## src/rtl/pe_row_skewed.sv

```systemverilog
// Weight-stationary PE row: double-buffered stationary weights, internal input skew,
// registered partial-sum chain, forwarded data and an optional result accumulator.
module pe_row_skewed #(
    parameter int WEIGHT_BW      = 8,
    parameter int DATA_BW        = 8,
    parameter int PARTIAL_SUM_BW = 19,
    parameter int MATRIX_SIZE    = 8,
    parameter int ACC_BW         = 32
) (
    input  logic                             clk,
    input  logic                             rstn,
    input  logic                             w_valid,
    output logic                             w_ready,
    input  logic [MATRIX_SIZE*WEIGHT_BW-1:0] WEIGHTS,
    input  logic                             din_valid,
    output logic                             din_ready,
    input  logic [MATRIX_SIZE*DATA_BW-1:0]   DIN,
    input  logic                             acc_mode,
    input  logic                             acc_clr,
    output logic [MATRIX_SIZE*DATA_BW-1:0]   DF,
    output logic                             dout_valid,
    output logic signed [PARTIAL_SUM_BW-1:0] result,
    output logic signed [ACC_BW-1:0]         acc_out
);

    localparam int N  = MATRIX_SIZE;
    localparam int PW = WEIGHT_BW + DATA_BW;
    localparam int CW = $clog2(MATRIX_SIZE + 1);

    logic                             shadow_full_q, shadow_full_d;
    logic [N*WEIGHT_BW-1:0]           shadow_q;
    logic [N*WEIGHT_BW-1:0]           active_q;
    logic [CW-1:0]                    inflight_q, inflight_d;
    logic                             valid_in_q;
    logic [N-1:0]                     valid_q;
    logic signed [PARTIAL_SUM_BW-1:0] psum_q [N];
    logic signed [PARTIAL_SUM_BW-1:0] psum_d [N];
    logic [DATA_BW-1:0]               pe_data [N];
    logic [N*DATA_BW-1:0]             df_q;
    logic signed [ACC_BW-1:0]         acc_q, acc_d;
    logic signed [ACC_BW-1:0]         result_ext;

    logic accept;
    logic w_accept;
    logic swap;
    logic emit;

    assign w_ready   = ~shadow_full_q;
    assign din_ready = ~shadow_full_q;
    assign accept    = din_valid & ~shadow_full_q;
    assign w_accept  = w_valid & ~shadow_full_q;
    assign swap      = shadow_full_q & (inflight_q == '0);
    // emit marks the edge at which the last PE writes a valid result
    assign emit      = valid_q[N-2];

    for (genvar k = 0; k < N; k++) begin : g_lane
        localparam int DLSB = (N - 1 - k) * DATA_BW;
        localparam int WLSB = (N - 1 - k) * WEIGHT_BW;

        logic [DATA_BW-1:0] dly_q [k+1];
        logic signed [PW-1:0] prod;

        // Lane k is held k+1 registers so it meets the psum arriving from PE k-1
        always_ff @(posedge clk or negedge rstn) begin
            if (!rstn) begin
                for (int j = 0; j <= k; j++) dly_q[j] <= '0;
            end else begin
                dly_q[0] <= accept ? DIN[DLSB +: DATA_BW] : '0;
                for (int j = 1; j <= k; j++) dly_q[j] <= dly_q[j-1];
            end
        end

        assign pe_data[k] = dly_q[k];
        assign prod = PW'($signed(dly_q[k])) * PW'($signed(active_q[WLSB +: WEIGHT_BW]));

        if (k == 0) begin : g_first
            assign psum_d[k] = PARTIAL_SUM_BW'(prod);
        end else begin : g_rest
            assign psum_d[k] = psum_q[k-1] + PARTIAL_SUM_BW'(prod);
        end
    end

    assign result_ext = ACC_BW'(psum_d[N-1]);

    always_comb begin
        shadow_full_d = shadow_full_q;
        if (w_accept) begin
            shadow_full_d = 1'b1;
        end else if (swap) begin
            shadow_full_d = 1'b0;
        end

        inflight_d = inflight_q;
        if (accept && !emit) begin
            inflight_d = inflight_q + CW'(1);
        end else if (!accept && emit) begin
            inflight_d = inflight_q - CW'(1);
        end

        // A clear coinciding with a result restarts the sum from that result
        acc_d = acc_q;
        if (emit) begin
            acc_d = (acc_mode && !acc_clr) ? acc_q + result_ext : result_ext;
        end else if (acc_clr) begin
            acc_d = '0;
        end
    end

    always_ff @(posedge clk or negedge rstn) begin
        if (!rstn) begin
            shadow_full_q <= 1'b0;
            shadow_q      <= '0;
            active_q      <= '0;
            inflight_q    <= '0;
            valid_in_q    <= 1'b0;
            valid_q       <= '0;
            df_q          <= '0;
            acc_q         <= '0;
            for (int k = 0; k < N; k++) psum_q[k] <= '0;
        end else begin
            shadow_full_q <= shadow_full_d;
            if (w_accept) shadow_q <= WEIGHTS;
            if (swap) active_q <= shadow_q;
            inflight_q <= inflight_d;
            valid_in_q <= accept;
            valid_q    <= {valid_q[N-2:0], valid_in_q};
            for (int k = 0; k < N; k++) begin
                psum_q[k] <= psum_d[k];
                df_q[(N-1-k)*DATA_BW +: DATA_BW] <= pe_data[k];
            end
            acc_q <= acc_d;
        end
    end

    assign DF         = df_q;
    assign dout_valid = valid_q[N-1];
    assign result     = psum_q[N-1];
    assign acc_out    = acc_q;

endmodule
```

## config.mk

```make
export PLATFORM = sky130hd
export DESIGN_NAME = pe_row_skewed
export DESIGN_NICKNAME = d
export VERILOG_FILES = /design/src/rtl/pe_row_skewed.sv
export SDC_FILE = /design/constraint.sdc
export NUM_CORES = 2
export LEC_CHECK = 0
export BUFFER_PORTS_ARGS = -buffer_cell sky130_fd_sc_hd__clkbuf_2
export CAP_MARGIN = 10
export CORE_MARGIN = 3
export CORE_UTILIZATION = 50
export CTS_BUF_LIST = sky130_fd_sc_hd__clkbuf_16
export DETAILED_ROUTE_END_ITERATION = 8
export HOLD_SLACK_MARGIN = 0.05
export PLACE_DENSITY = 0.67
export SYNTH_ARGS = -nofsm -noshare
export SYNTH_HDL_FRONTEND = slang
export SYNTH_SLANG_ARGS = --single-unit
```

## constraint.sdc

```tcl
create_clock -name clk -period 9.3 [get_ports clk]
set_input_delay 1.86 -clock clk [delete_from_list [all_inputs] [get_ports clk]]
set_output_delay 1.86 -clock clk [all_outputs]
set_load 0.02 [all_outputs]
```

==> out/qor.yml <==
status:
  outcome: "finished clean"
worst_setup_path:
  reg2reg_slack_ps: 1110
  cp-start-kind: "flop"
  crit_fanout: 20
  cp-startpoint: "active_q[0]"
  worst-setup-path-type: "reg -> reg"
  r2r_start: "active_q[0]"
  crit_buf_inv: 3
  rr_worst_depth: 25
  path_delay_family: "adder cells"
  crit_path_end_kind: "flop"
  cpPeakStageDelay_ps: 960
  cp_common_cell: "fa_1"
  arrival_ps: 8700
  slowest_stage: "xnor2_2"
  critPathRequiredTime_ps: 9810
  r2r-end: "acc_out[29]"
routing:
  drt_iter0_markers: 1487
  first_pass_iters: 5
  drtAntennaViolNets: 0
  num_vias: 28200
  wirelength_um: 92400
  drc: 0
  wl_per_cell_um: 16.4
  vias_per_cell: 4.99
sta:
  setup_viol: 0
  fin_worst_skew_ps: 33.1
  min_period_over_period: 0.881
  fin_crit_ps: 8190
  fmax_mhz: 122
  fin_ws_ps: 1110
  maxSlewHeadroom: 0.177
  maxSlewViolCount: 0
  tightest_slew_ps: 1230
  rsz0062_at_grt: "no"
  fin_setup_tns_ps: 0
  hold_viol: 0
hold_path:
  min_to: "g_lane[3].dly_q[14]"
  min_from: "g_lane[3].dly_q[22]"
  min_path_cells: 0
  hold_path_class: "reg -> reg"
die:
  die_w_um: 314
  core_area_sq_um: 93600
  io_pins: 252
  std_cell_rows: 112
  die-area_sq_um: 98300
  die_h_um: 314
  initial_core_util: 0.505
placement:
  place_area_sq_um: 49900
  routabilityCongestion: 0.883
  hpwlAfterDp_um: 71800
  port_buffers: 251
  post-place-ws_ps: 1100
logic_synthesis:
  ys.flop_type: "dfrtp_1"
  netlist_instances: 4087
  ys_ff_latch: 673
  async_flop_share: 1.00
  yosysUniqueCellTypes: 75
  synth-seq-area-share: 0.356
  yosys_warnings: 0
  syn_avg_cell_area_sq_um: 11.6
  synth_nets: 5225
  synth-edff-count: 0
  netlist_area_sq_um: 47300
grt:
  grt-ovfl-total: 0
  grt_pass1_vias: 30700
  antenna_found_initial: 3
  grt_pass1_wl_um: 158000
  grt_use_total: 0.200
  grt_max_degree: 162
cells_and_area:
  drive_above_1_share: 0.120
  regArea_sq_um: 16800
  design_area_sq_um: 52400
  multi_input_area_sq_um: 27000
  areaGrowthSynthToFinish_pct: 10.7
  fin_nets: 5472
  final_util: 0.559
  fillers: 8009
cts:
  holdBufCountCts: 0
  clockBufferDepth: 3
  cts.reportedPaths.clkPinSlew_ps: 60
  post_cts_resized: 0
  cts_tree: "built"
  cts_buffers: 74
  insertion_delay_ps: 660
  post_cts_buffers: 0
  root_buffer: "clkbuf_16"
  h-tree-depth: 3
  cts_num_sinks: 673
run:
  cap_violations: 0
power_and_ir_drop:
  p_leak_nw: 27.4
  powerDensity_nw_per_um2: 391
  peakVddDrop_uv: 295
kinds of logic after synthesis:
group / Yosys count / synth area share
buf+inv: 918 / 0.0746
compound gates: 345 / 0.0489
flops: 673 / 0.356
mux: 130 / 0.0307
xor+xnor: 170 / 0.0315
fa+ha+maj: 1004 / 0.366
simple gates: 847 / 0.0918
cells in the final DEF, fill, tap and decap left out, types with 6 or more instances in the layout:
cell,count
clkinv_1,13
bufinv_16,7
mux2i_1,9
and2_1,306
o31ai_1,9
and3_1,10
nand3_1,28
nor2_1,72
xnor2_1,139
clkinv_4,8
a31o_2,11
nor3_1,19
dfrtp_1,673
or2_2,6
clkbuf_2,250
a21oi_1,93
nor2b_1,9
clkinv_2,7
ha_1,368
a211oi_1,17
or3_1,13
xor2_1,30
o21bai_1,24
nand2b_1,57
o211ai_1,9
a21o_1,42
buf_4,10
o21ai_0,62
mux2_2,121
inv_1,835
a31oi_1,12
fa_1,636
nand2_1,303
clkinvlp_4,6
clkbuf_16,74
worst register-to-register path, stage by stage, from the launching register on:
cell and delay, ps:
dfrtp_1 510, and2_1 170, buf_4 240, inv_1 80, fa_1 480, inv_1 50, fa_1 480, fa_1 560
fa_1 420, fa_1 440, ha_1 350, o21a_1 130, o31a_1 180, o41a_1 180, a31o_2 200, a31oi_1 170
xnor2_2 960, ha_1 500, and3_4 230, a221oi_1 290, o21ai_0 140, or3_4 430, o311a_4 380, o31ai_4 190
mux2i_1 240, a21oi_2 50
power by group:
group	switching (mW)	total (mW)	internal, mW
clock network	1.29	2.97	1.68
logic	7.33	12.9	5.54
registers	0.781	4.64	3.86
layer usage:
layer | up-vias | share of wire | track usage
met4 | 0 | 0.024 | 0.0574
met3 | 114 | 0.047 | 0.0297
li1 | 13100 | - | -
met5 | - | 0 | 0
met1 | 14400 | 0.43 | 0.264
met2 | 524 | 0.50 | 0.346
cell type report:
cell class | instances | share of cell area
clock inverters | 60 | 0.0119
diodes | 1 | 0.0000478
well taps | 1254 | 0.0300
repair buffers | 264 | 0.0268
inverters | 825 | 0.0592
multi-input cells | 2496 | 0.515
flip-flops and latches | 673 | 0.322
clock buffers | 74 | 0.0354
metrics by stage:
step	power (mW)	hold slack (ps)	cells
after CTS	20.8	319	5646
final	20.5	322	5647
after global routing	22.8	327	5646
after detailed placement	17.6	335	5512
after global placement	17.4	331	5512
after floorplan	14.5	331	4087
flip-flops by register name, summed over array words and instances (netlist names):
name	cells
valid_in_q	1
acc_out	32
g_lane.dly_q	288
psum_q	128
result	19
active_q	64
shadow_full_q	1
inflight_q	4
DF	64
shadow_q	64
valid_q	8
cell usage after synthesis (3+ instances only):
master,count,share of area
nand2_1,303,0.024
o211ai_1,9,0.0014
nor2_1,72,0.0057
nor4b_1,3,0.00056
o311ai_0,3,0.00056
a2bb2oi_1,3,0.00056
o2bb2ai_1,5,0.00093
nand3_1,28,0.0030
mux2_2,121,0.029
dfrtp_1,673,0.36
nor3_1,19,0.0020
a31o_2,11,0.0020
o21ai_0,62,0.0066
ha_1,368,0.097
a211oi_1,17,0.0027
nor4_1,3,0.00040
xor2_1,30,0.0056
and3_1,10,0.0013
o21bai_1,24,0.0038
a21boi_0,4,0.00063
a21oi_1,93,0.0098
a41o_1,4,0.00085
buf_4,20,0.0032
or3_1,13,0.0017
a2111oi_0,4,0.00074
fa_1,636,0.27
o21a_1,5,0.00079
nor2b_1,11,0.0015
a221oi_1,3,0.00056
clkbuf_1,69,0.0055
a21o_1,42,0.0067
o41ai_1,3,0.00056
a31oi_1,12,0.0016
and2_1,306,0.040
and4_1,5,0.00093
mux2i_1,9,0.0019
xnor2_1,140,0.026
inv_1,823,0.065
o31ai_1,9,0.0014
nand3b_1,4,0.00063
nand2b_1,57,0.0075
or2_2,6,0.00079
worst max-delay path by stage:
stage | endpoint | slack (ps) | cells past startpoint
after floorplan | acc_out[29] | 1230 | 26
after global placement | acc_out[29] | 1210 | 25
after detailed placement | acc_out[29] | 1100 | 25
after CTS | acc_out[29] | 1070 | 25
after global routing | acc_out[29] | 600 | 25
final | acc_out[29] | 1110 | 25
No activity file was read; power rests on OpenSTA's default activity.
